`src/rtl/rom_dl_pkg.sv`:
```
// Shared types and helpers for the ROM download writer: write-entry layout,
// issue FSM states and the default tile-region base address.
package rom_dl_pkg;

  localparam logic [24:0] TILE_BASE_DEFAULT = 25'h20000;

  typedef struct packed {
    logic        port_sel;   // 0 = port1 (cpu/sound/sprite), 1 = port2 (tiles)
    logic [22:0] word_addr;
    logic [1:0]  ds;         // {hi, lo} byte enables
    logic [15:0] data;
  } wr_entry_t;

  typedef enum logic {
    IDLE,
    WAIT_ACK
  } issue_state_t;

  // Builds a write entry from a byte address, choosing the SDRAM port and
  // rebasing tile-region addresses so port2 starts at word 0.
  function automatic wr_entry_t make_entry(input logic [24:0] addr,
                                           input logic [24:0] tile_base,
                                           input logic [1:0]  ds,
                                           input logic [15:0] data);
    wr_entry_t   e;
    logic [24:0] off;
    if (addr < tile_base) begin
      e.port_sel = 1'b0;
      off        = addr;
    end else begin
      e.port_sel = 1'b1;
      off        = addr - tile_base;
    end
    e.word_addr = off[23:1];
    e.ds        = ds;
    e.data      = data;
    return e;
  endfunction

endpackage

```
`src/rtl/rom_download_writer_if.sv`:
```
// SDRAM write-port bundle: two toggle req/ack pairs sharing one address,
// byte-enable, data and write-enable bus.
interface rom_download_writer_if;
  logic        port1_req;
  logic        port1_ack;
  logic        port2_req;
  logic        port2_ack;
  logic [22:0] port_a;
  logic [1:0]  port_ds;
  logic [15:0] port_d;
  logic        port_we;

  modport master (
    output port1_req, port2_req, port_a, port_ds, port_d, port_we,
    input  port1_ack, port2_ack
  );

  modport slave (
    input  port1_req, port2_req, port_a, port_ds, port_d, port_we,
    output port1_ack, port2_ack
  );
endinterface

```
`src/rtl/rom_dl_fifo.sv`:
```
// Small synchronous FIFO of write entries with show-ahead output.
// A push while full is refused; the caller decides what that means.
module rom_dl_fifo
  import rom_dl_pkg::*;
#(
  parameter int DEPTH = 4
) (
  input  logic                   clk,
  input  logic                   reset_n,
  input  logic                   push,
  input  wr_entry_t              din,
  input  logic                   pop,
  output wr_entry_t              dout,
  output logic                   full,
  output logic                   empty,
  output logic [$clog2(DEPTH):0] count
);

  localparam int AW = $clog2(DEPTH);

  wr_entry_t         mem [DEPTH];
  logic [AW-1:0]     wr_ptr;
  logic [AW-1:0]     rd_ptr;
  logic              do_wr;
  logic              do_rd;

  assign full  = (count == (AW+1)'(DEPTH));
  assign empty = (count == '0);
  assign do_wr = push & ~full;
  assign do_rd = pop & ~empty;
  assign dout  = mem[rd_ptr];

  // Storage array; no reset needed since count gates every read.
  always_ff @(posedge clk) begin
    if (do_wr) mem[wr_ptr] <= din;
  end

  // Pointer and occupancy tracking, allowing push and pop in one cycle.
  always_ff @(posedge clk) begin
    if (!reset_n) begin
      wr_ptr <= '0;
      rd_ptr <= '0;
      count  <= '0;
    end else begin
      if (do_wr) wr_ptr <= wr_ptr + AW'(1);
      if (do_rd) rd_ptr <= rd_ptr + AW'(1);
      case ({do_wr, do_rd})
        2'b10:   count <= count + (AW+1)'(1);
        2'b01:   count <= count - (AW+1)'(1);
        default: count <= count;
      endcase
    end
  end

endmodule

```
`src/rtl/rom_download_writer.sv`:
```
// Turns the ioctl download byte stream into 16-bit SDRAM writes: pairs bytes,
// queues words, issues them over toggle req/ack, and raises rom_loaded only
// once every queued write has been acknowledged (or abandoned on timeout).
module rom_download_writer
  import rom_dl_pkg::*;
#(
  parameter logic [24:0] TILE_BASE   = TILE_BASE_DEFAULT,
  parameter int          FIFO_DEPTH  = 4,
  parameter int          ACK_TIMEOUT = 255
) (
  input  logic                  clk_sys,
  input  logic                  reset_n,
  input  logic                  ioctl_downl,
  input  logic                  ioctl_wr,
  input  logic [24:0]           ioctl_addr,
  input  logic [7:0]            ioctl_dout,
  input  logic                  user_reset,
  rom_download_writer_if.master sdram,
  output logic                  rom_loaded,
  output logic                  core_reset,
  output logic                  overflow,
  output logic                  timeout_err
);

  localparam int CNT_W = $clog2(ACK_TIMEOUT + 1);

  logic                         wr_d;
  logic                         downl_d;
  logic                         byte_take;
  logic                         downl_rise;
  logic                         downl_fall;

  logic [24:0]                  hold_addr;
  logic [7:0]                   hold_data;
  logic                         hold_valid;
  logic                         hold_load;
  logic                         hold_clear;

  logic                         push;
  wr_entry_t                    push_entry;
  wr_entry_t                    fifo_dout;
  logic                         fifo_full;
  logic                         fifo_empty;
  logic [$clog2(FIFO_DEPTH):0]  fifo_count;
  logic                         pop;

  issue_state_t                 state;
  issue_state_t                 state_next;
  logic                         cur_sel;
  logic [CNT_W-1:0]             cnt;
  logic                         ack_fix1;
  logic                         ack_fix2;
  logic                         sel_req;
  logic                         sel_ack;
  logic                         timed_out;
  logic                         end_seen;

  assign byte_take  = ioctl_wr & ~wr_d & ioctl_downl;
  assign downl_rise = ioctl_downl & ~downl_d;
  assign downl_fall = ~ioctl_downl & downl_d;

  // Edge-detect registers for the byte strobe and the download flag.
  always_ff @(posedge clk_sys) begin
    if (!reset_n) begin
      wr_d    <= 1'b0;
      downl_d <= 1'b0;
    end else begin
      wr_d    <= ioctl_wr;
      downl_d <= ioctl_downl;
    end
  end

  // Pairing decision: merge an even/odd byte pair, otherwise flush the held
  // byte as a single-lane write with the byte duplicated in both halves.
  always_comb begin
    push       = 1'b0;
    push_entry = '0;
    hold_load  = 1'b0;
    hold_clear = 1'b0;
    if (byte_take) begin
      if (hold_valid && !hold_addr[0] && (ioctl_addr == hold_addr + 25'd1)) begin
        push       = 1'b1;
        push_entry = make_entry(hold_addr, TILE_BASE, 2'b11, {ioctl_dout, hold_data});
        hold_clear = 1'b1;
      end else begin
        if (hold_valid) begin
          push       = 1'b1;
          push_entry = make_entry(hold_addr, TILE_BASE,
                                  hold_addr[0] ? 2'b10 : 2'b01, {hold_data, hold_data});
        end
        hold_load = 1'b1;
      end
    end else if (downl_fall && hold_valid) begin
      push       = 1'b1;
      push_entry = make_entry(hold_addr, TILE_BASE,
                              hold_addr[0] ? 2'b10 : 2'b01, {hold_data, hold_data});
      hold_clear = 1'b1;
    end
  end

  // Hold register for the byte still waiting for its partner.
  always_ff @(posedge clk_sys) begin
    if (!reset_n) begin
      hold_addr  <= '0;
      hold_data  <= '0;
      hold_valid <= 1'b0;
    end else if (hold_load) begin
      hold_addr  <= ioctl_addr;
      hold_data  <= ioctl_dout;
      hold_valid <= 1'b1;
    end else if (hold_clear) begin
      hold_valid <= 1'b0;
    end
  end

  rom_dl_fifo #(
    .DEPTH (FIFO_DEPTH)
  ) u_fifo (
    .clk     (clk_sys),
    .reset_n (reset_n),
    .push    (push),
    .din     (push_entry),
    .pop     (pop),
    .dout    (fifo_dout),
    .full    (fifo_full),
    .empty   (fifo_empty),
    .count   (fifo_count)
  );

  // The ack-fix bits offset a port's ack after a timeout so a lost ack
  // does not leave that port permanently out of step.
  assign sel_req = cur_sel ? sdram.port2_req : sdram.port1_req;
  assign sel_ack = cur_sel ? (sdram.port2_ack ^ ack_fix2) : (sdram.port1_ack ^ ack_fix1);

  // Issue FSM state register.
  always_ff @(posedge clk_sys) begin
    if (!reset_n) state <= IDLE;
    else          state <= state_next;
  end

  // Issue FSM next state: pop when idle, wait for matching ack or timeout.
  always_comb begin
    state_next = state;
    pop        = 1'b0;
    timed_out  = 1'b0;
    case (state)
      IDLE: begin
        if (!fifo_empty) begin
          pop        = 1'b1;
          state_next = WAIT_ACK;
        end
      end
      WAIT_ACK: begin
        if (sel_ack == sel_req) begin
          state_next = IDLE;
        end else if (cnt == CNT_W'(ACK_TIMEOUT)) begin
          timed_out  = 1'b1;
          state_next = IDLE;
        end
      end
      default: state_next = IDLE;
    endcase
  end

  // Write datapath: latch the bus and toggle the request on issue, count
  // while waiting, and resync the ack tracking on timeout.
  always_ff @(posedge clk_sys) begin
    if (!reset_n) begin
      sdram.port1_req <= 1'b0;
      sdram.port2_req <= 1'b0;
      sdram.port_a    <= '0;
      sdram.port_ds   <= '0;
      sdram.port_d    <= '0;
      cur_sel         <= 1'b0;
      cnt             <= '0;
      ack_fix1        <= 1'b0;
      ack_fix2        <= 1'b0;
    end else begin
      if (pop) begin
        sdram.port_a  <= fifo_dout.word_addr;
        sdram.port_ds <= fifo_dout.ds;
        sdram.port_d  <= fifo_dout.data;
        cur_sel       <= fifo_dout.port_sel;
        cnt           <= '0;
        if (fifo_dout.port_sel) sdram.port2_req <= ~sdram.port2_req;
        else                    sdram.port1_req <= ~sdram.port1_req;
      end else if (state == WAIT_ACK) begin
        cnt <= cnt + CNT_W'(1);
      end
      if (timed_out) begin
        if (cur_sel) ack_fix2 <= ~ack_fix2;
        else         ack_fix1 <= ~ack_fix1;
      end
    end
  end

  assign sdram.port_we = ioctl_downl | (state != IDLE) | (fifo_count != '0) | hold_valid;

  // Completion, sticky error flags and the registered core reset.
  always_ff @(posedge clk_sys) begin
    if (!reset_n) begin
      end_seen    <= 1'b0;
      rom_loaded  <= 1'b0;
      overflow    <= 1'b0;
      timeout_err <= 1'b0;
      core_reset  <= 1'b1;
    end else begin
      if (downl_rise) begin
        end_seen    <= 1'b0;
        rom_loaded  <= 1'b0;
        overflow    <= 1'b0;
        timeout_err <= 1'b0;
      end else begin
        if (downl_fall) end_seen <= 1'b1;
        if (end_seen && fifo_empty && !hold_valid && (state == IDLE)) rom_loaded <= 1'b1;
      end
      if (push && fifo_full) overflow    <= 1'b1;
      if (timed_out)         timeout_err <= 1'b1;
      core_reset <= user_reset | ~rom_loaded;
    end
  end

endmodule

```
`src/flat_wrapper.sv`:
```
// flat-port wrapper written by rule: the top's interface ports become plain ports
module rom_download_writer_flat import rom_dl_pkg::*;
#(
  parameter logic [24:0] TILE_BASE   = TILE_BASE_DEFAULT,
  parameter int          FIFO_DEPTH  = 4,
  parameter int          ACK_TIMEOUT = 255
)
  (clk_sys, reset_n, ioctl_downl, ioctl_wr, ioctl_addr, ioctl_dout, user_reset, rom_loaded, core_reset, overflow, timeout_err, sdram_port1_req, sdram_port2_req, sdram_port_a, sdram_port_ds, sdram_port_d, sdram_port_we, sdram_port1_ack, sdram_port2_ack);
  rom_download_writer_if sdram_i ();
  input  logic clk_sys;
  input  logic reset_n;
  input  logic ioctl_downl;
  input  logic ioctl_wr;
  input  logic [24:0] ioctl_addr;
  input  logic [7:0] ioctl_dout;
  input  logic user_reset;
  output logic rom_loaded;
  output logic core_reset;
  output logic overflow;
  output logic timeout_err;
  output wire logic [$bits(sdram_i.port1_req)-1:0] sdram_port1_req;
  output wire logic [$bits(sdram_i.port2_req)-1:0] sdram_port2_req;
  output wire logic [$bits(sdram_i.port_a)-1:0] sdram_port_a;
  output wire logic [$bits(sdram_i.port_ds)-1:0] sdram_port_ds;
  output wire logic [$bits(sdram_i.port_d)-1:0] sdram_port_d;
  output wire logic [$bits(sdram_i.port_we)-1:0] sdram_port_we;
  input wire logic [$bits(sdram_i.port1_ack)-1:0] sdram_port1_ack;
  input wire logic [$bits(sdram_i.port2_ack)-1:0] sdram_port2_ack;
  assign sdram_port1_req = sdram_i.port1_req;
  assign sdram_port2_req = sdram_i.port2_req;
  assign sdram_port_a = sdram_i.port_a;
  assign sdram_port_ds = sdram_i.port_ds;
  assign sdram_port_d = sdram_i.port_d;
  assign sdram_port_we = sdram_i.port_we;
  assign sdram_i.port1_ack = sdram_port1_ack;
  assign sdram_i.port2_ack = sdram_port2_ack;
  rom_download_writer #(.TILE_BASE(TILE_BASE), .FIFO_DEPTH(FIFO_DEPTH), .ACK_TIMEOUT(ACK_TIMEOUT)) u_core (.clk_sys(clk_sys), .reset_n(reset_n), .ioctl_downl(ioctl_downl), .ioctl_wr(ioctl_wr), .ioctl_addr(ioctl_addr), .ioctl_dout(ioctl_dout), .user_reset(user_reset), .sdram(sdram_i), .rom_loaded(rom_loaded), .core_reset(core_reset), .overflow(overflow), .timeout_err(timeout_err));
endmodule
```
`config.mk`:
```
export PLATFORM = sky130hd
export DESIGN_NAME = rom_download_writer_flat
export DESIGN_NICKNAME = d
export VERILOG_FILES = /design/src/rtl/rom_dl_pkg.sv /design/src/rtl/rom_download_writer_if.sv /design/src/rtl/rom_dl_fifo.sv /design/src/rtl/rom_download_writer.sv /design/src/flat_wrapper.sv
export SDC_FILE = /design/constraint.sdc
export NUM_CORES = 1
export LEC_CHECK = 0
export ABC_AREA = 1
export BUFFER_PORTS_ARGS = -buffer_cell sky130_fd_sc_hd__buf_2
export CAP_MARGIN = 20
export CORE_ASPECT_RATIO = 1.75
export CORE_MARGIN = 1.5
export CORE_UTILIZATION = 50
export DETAILED_ROUTE_END_ITERATION = 8
export PLACE_DENSITY = 0.72
export SYNTH_ARGS = -nofsm -noshare
export SYNTH_HDL_FRONTEND = slang
export SYNTH_SLANG_ARGS = --single-unit
```
`constraint.sdc`:
```
create_clock -name clk_sys -period 4.5 [get_ports clk_sys]
set_input_delay 0.675 -clock clk_sys [delete_from_list [all_inputs] [get_ports clk_sys]]
set_output_delay 0.675 -clock clk_sys [all_outputs]
set_load 0.02 [all_outputs]
```
**Word level (Yosys, flattened, before mapping)**

Memories as Yosys holds them, arrays and structs flattened. A register that Yosys moved wholly into a read port is not among the register bits.
Cells that the tools add are included.

- Multipliers: 0
- Bitwise logic cells: 26
- Muxes and demuxes: 35
- Shift-type cells: 0
- Reduce and logical (&&, ||, !) cells: 21
- Magnitude comparators: 1
- Add/sub/neg operators: 7
- Equality and inequality tests: 6
- Divide/modulo/power cells: 0

Operators by type and width:

| cell | count |
|---|---|
| 2-to-1 mux 42 bit | 4 |
| adder 25 x 1 -> 25 bit, second input constant | 1 |
| == test 25 bit | 1 |
| less-than comparator 25 x 18 -> 1 bit, second input constant | 1 |
| 2-to-1 mux 1 bit | 25 |
| 2-to-1 mux 24 bit | 1 |
| subtractor 24 x 18 -> 24 bit, second input constant | 1 |
| inverter 1 bit | 14 |
| adder 8 x 1 -> 8 bit, second input constant | 1 |
| == test 8 bit, second input constant | 1 |
| AND reduction 2 bit | 4 |
| nonzero test 2 bit | 4 |
| logical AND 1 bit | 7 |
| AND 1 bit | 6 |
| 2-to-1 mux 2 bit | 3 |
| case mux 3 bit (2 select lines) | 1 |
| adder 2 x 1 -> 2 bit, second input constant | 2 |
| bitwise OR 1 bit | 4 |
| OR reduction 2 bit | 2 |
| adder 3 x 1 -> 3 bit, second input constant | 1 |
| == test 3 bit, second input constant | 1 |
| zero test 3 bit | 1 |
| nonzero test 3 bit | 1 |
| subtractor 3 x 1 -> 3 bit, second input constant | 1 |
| other kinds (6) | 8 |

- Input bits: 40
- Memory bits (read-only): 0
- Bits in latches: 0
- Memories kept: 1
- RAM bits: 168
- Flip-flop bits (word level): 103

Memories:

| memory | depth | bits a word | rd ports | clocked after Yosys merged registers in | write ports | RTL line | text |
|---|---|---|---|---|---|---|---|
| u_core.u_fifo.mem | 4 | 42 | 1 | 1 | 1 | rom_dl_fifo.sv:21 | `wr_entry_t mem [DEPTH];` |

**Logic depth before layout (Yosys ltp)**

- Depth in word-level cells: 8
- Mapped depth: 18

**Hierarchy**

A second synthesis with hierarchy kept.

- Cell total of the unflattened synthesis: 1354
- Area, all modules: 12156.7 um2

Modules (own cells, without submodules):

| module | instances | cells an instance | area each (um2) | seq. area each (um2) |
|---|---|---|---|---|
| rom_dl_fifo | 1 | 475 | 6703.9 | 5225.0 |
| rom_download_writer | 1 | 879 | 5452.7 | 1921.8 |

**Worst setup path before layout**

No wires, ideal clock.

- Kind: input to register
- Start point: input ioctl_wr
- End point: memory u_core.u_fifo.mem[0][0] in the netlist's numbering (enable)
- Library setup time: 0.441 ns
- Stages: 8
- Data arrival time: 3.198 ns
- Setup slack: 0.860 ns
- Data required time: 4.059 ns
- Buffers on the path: 0
- Cell sequence: nand2_1 nor2_1 inv_1 a21oi_1 inv_1 nor2_1 inv_1 nor2_1

- Word-level cells in the longest chain between the ends: 6

Ends and longest elaborated chain:

| item | RTL line | text |
|---|---|---|
| from (decl) | flat_wrapper.sv:13 | `input logic ioctl_wr;` |
| AND 1 bit (2 in a row) | rom_download_writer.sv:58 | `assign byte_take = ioctl_wr & ~wr_d & ioctl_downl;` |
| 2-to-1 mux 1 bit | rom_download_writer.sv:80 | `if (byte_take) begin` |
| AND 1 bit | rom_dl_fifo.sv:29 | `assign do_wr = push & ~full;` |
| 2-to-1 mux 1 bit | rom_dl_fifo.sv:35 | `if (do_wr) mem[wr_ptr] <= din;` |
| 2-to-1 mux 1 bit (implied by the code) | rom_dl_fifo.sv:35 |  |
| to (decl) | rom_dl_fifo.sv:21 |  |

Every way passes these cells.

==> impl_results.md <==
* Status: complete, no violations
* Via/cell ratio at 5.30
* Inserted Clock Buffers at 25
* Max FO, Critical Path at 38
* Post-Synthesis Cells at 1351
* Clk root buf: clkbuf_16
* CTS hold repair buffers at 0
* Insertion delay to the later sink of the worst-skew pair at 0.53 ns
* Port Buffers at 87
* Initial core utilization at 0.511
* Clock skew at 0.0194 ns
* Area of the mapped netlist at 12300 um^2
* Comb power frac at 0.261
* CP Cell Sequence: ha_1 > nand2_2 > nor2_4 > nand2_1 > nor2_1 > nand2_1 > xor2_1 > nand3_1 > nor2_1 > nand4_4 > buf_12 > nand2_1 > nand3_1 > nand2_1
* Hold Crit Endpoint: u_core.core_reset
* Worst-case clock buffer depth at 3
* Worst Tran Pin Value at 0.905 ns
* Largest net degree at the start of global routing at 76
* Number of detailed-route iterations in the first pass at 5
* Multi-input logic area at 4370 um^2
* Global route overflow at 0
* Register area at 7150 um^2
* Worst setup EP type: flop
* Switching Fraction at 0.335
* Yosys synthesis warning count at 0
* Final setup viols at 0
* FF-to-FF Start: u_core.hold_addr[0]
* CTS sink cnt at 273
* Unique masters post-synth at 37
* Vias in the first global route at 8749
* Die Area at 25500 um^2
* Fin. Hold Viols at 0
* Routed Antenna Nets at 0
* Worst path max stage delay at 0.54 ns
* First-pass GRT wire length at 45.1 mm
* Min-delay src: user_reset
* Ys flop type: edfxtp_1
* Top Ports at 88
* Die width at 121 um
* Top post-synthesis cells by area: edfxtp_1 41%, dfxtp_1 17%, nor2_1 8.5%, nand2_1 6.0%, o21ai_0 5.6%
* Min Tclk post-route at 3.42 ns
* Area leader, netlist: edfxtp_1
* FF-to-FF End: u_core.u_fifo.mem[0][9]
* Layout cell share with drive strength beyond 1 at 0.133
* TritonCTS clock tree: yes
* Post-route DRC at 0
* Number of H-tree levels at 1
* Placed wire-length estimate at 18.7 mm
* FMAX at 293 MHz
* Antenna cell count at 0
* Row cnt at 75
* #FFs+latches synth at 273
* Core outline area at 24000 um^2
* Initial antenna violation count at 0
* Fin crit share at 0.759
* Crit-path most repeated cell: nand2_1
* Sequential group share of total power at 0.427
* CP max-delay cell: dfxtp_1
* Most frequent cells in the layout: 271 x nor2_1, 196 x nand2_1, 168 x edfxtp_1
* Worst hold margin at 0.326 ns
* Max_slew headroom at 0.396
* Fin area at 13800 um^2
* Number of flops mapped to enable cells by yosys at 168
* CTS resizes at 0
* Hold depth at 3
* Nets at 1454
* Fillcell total at 2091
* RSZ-0062 raised after global routing: false
* Int Power at 4.88 mW
* Total wire length at 28.6 mm
* RD Place Congestion at 0.892
* FF-to-FF setup slack at 1.08 ns
* Leak Pwr at 5.43 nW
* Post-route setup TNS at 0 ns
* Critical path type: reg -> reg
* Worst r2r path cells at 14
* Psw at 2.46 mW
* Worst Path Required at 4.86 ns
* Vias at 9177
* Worst setup SP type: flop
* Total GRT Usage at 0.227
* Clock slew at reported path FFs at 0.06 ns
* WP data arrival at 3.78 ns
* Area growth syn-to-layout at 12.4%
* Placed instance area at 12900 um^2
* Setup Buffers After CTS at 0
* Slew Limit Fails at 0
* Mean Syn Cell Area at 9.08 um^2
* Synth top area share at 0.411
* MaxCap Viol Count at 0
* Most common cell after layout, fill and taps aside: nor2_1
* Syn_nets at 1401
* Hold Path Class: in -> reg
* Die height at 210 um
* Clock power share at 0.312
* DR WL/cell at 16.5 um
* Sequential share of the synthesized area at 0.583
* Starting DRC count in detailed routing at 534
* Async set-reset flop share out of synthesis at 0
* Power per cell area at 532 nW/um^2
* Maximum vdd drop at 283 uV
==> layout make-up <==
type                       count  share of cell area
inverter                     114              0.0310
clock inverter                16              0.0170
timing repair buffer         100              0.0414
clock buffer                  30              0.0475
sequential                   273               0.518
multi-input combinational    890               0.317
tap                          308              0.0279
==> Yosys cell counts (16+ instances only) <==
master and instances:
dfxtp_1 105, nand4_1 19, a31oi_1 41, edfxtp_1 168, nand2_1 196, a21oi_1 64, nand3_2 21, clkbuf_1 51
nor2_1 277, xor2_1 16, o21ai_0 138, inv_1 111, nand3_1 55
==> worst max-delay path: cells and delay by family, from the launching register on <==
kind	cells	cell delay [ns]
adder cells (fa/ha/maj)	1	0.31
XOR/XNOR	1	0.15
buffers and inverters	1	0.41
flip-flops	1	0.54
AND/OR/NAND/NOR	11	1.84
==> state kept, by name, indices dropped and copies added, names as in the netlist, 2 cells and up, named ones only <==
name / flops
u_core.hold_data: 8
u_core.u_fifo.rd_ptr: 2
u_core.sdram.port_a: 23
u_core.u_fifo.wr_ptr: 2
u_core.hold_addr: 25
u_core.cnt: 8
u_core.u_fifo.count: 3
u_core.sdram.port_d: 16
u_core.sdram.port_ds: 2
u_core.u_fifo.mem: 168
==> power groups by stage <==
stage	registers [mW]	clock network, mW	logic, mW
final	3.13	2.29	1.92
after global routing	3.16	2.41	2.14
after CTS	3.13	2.32	1.93
after detailed placement	3.18	0	1.92
after global placement	3.18	0	1.89
after floorplan	3.31	0	1.19
==> how the worst max path moves through the flow <==
stage,startpoint,endpoint,slack [ns]
CTS,u_core.hold_addr[0],u_core.u_fifo.mem[2][8],1.08
global placement,ioctl_downl,u_core.u_fifo.count[2],1.19
global route,u_core.hold_addr[0],u_core.u_fifo.mem[0][9],0.75
detailed placement,u_core.hold_addr[0],u_core.u_fifo.mem[0][9],1.12
floorplan,ioctl_wr,u_core.u_fifo.mem[0][0],0.86
finish,u_core.hold_addr[0],u_core.u_fifo.mem[0][9],1.08
==> per-layer routing <==
| metal | up-vias | GRT usage | part of all wire |
|---|---|---|---|
| met5 | - | 0 | 0 |
| met4 | 0 | 0.103 | 0.038 |
| met3 | 57 | 0.0233 | 0.041 |
| met2 | 230 | 0.414 | 0.53 |
| met1 | 4265 | 0.265 | 0.39 |
| li1 | 4625 | - | - |
==> metrics by stage <==
stage	setup WS (ns)	power (mW)	std cells	utilization
2_1_floorplan	0.860	4.49	1351	-
3_3_place_gp	1.19	5.07	1685	0.537
3_5_place_dp	1.12	5.11	1685	0.537
4_1_cts	1.08	7.39	1731	0.574
5_1_grt	0.754	7.72	1731	0.574
6_report	1.08	7.34	1731	0.574
==> cells by family (layout without fill, tap and decap cells) <==
family | after synthesis | after routing | synth area share
compound gates | 251 | 251 | 0.108
xor+xnor | 28 | 28 | 0.0200
fa+ha+maj | 10 | 10 | 0.0108
buf+inv | 188 | 260 | 0.0651
flops | 273 | 273 | 0.583
simple gates | 601 | 601 | 0.213
No activity file was read; power rests on OpenSTA's default activity.
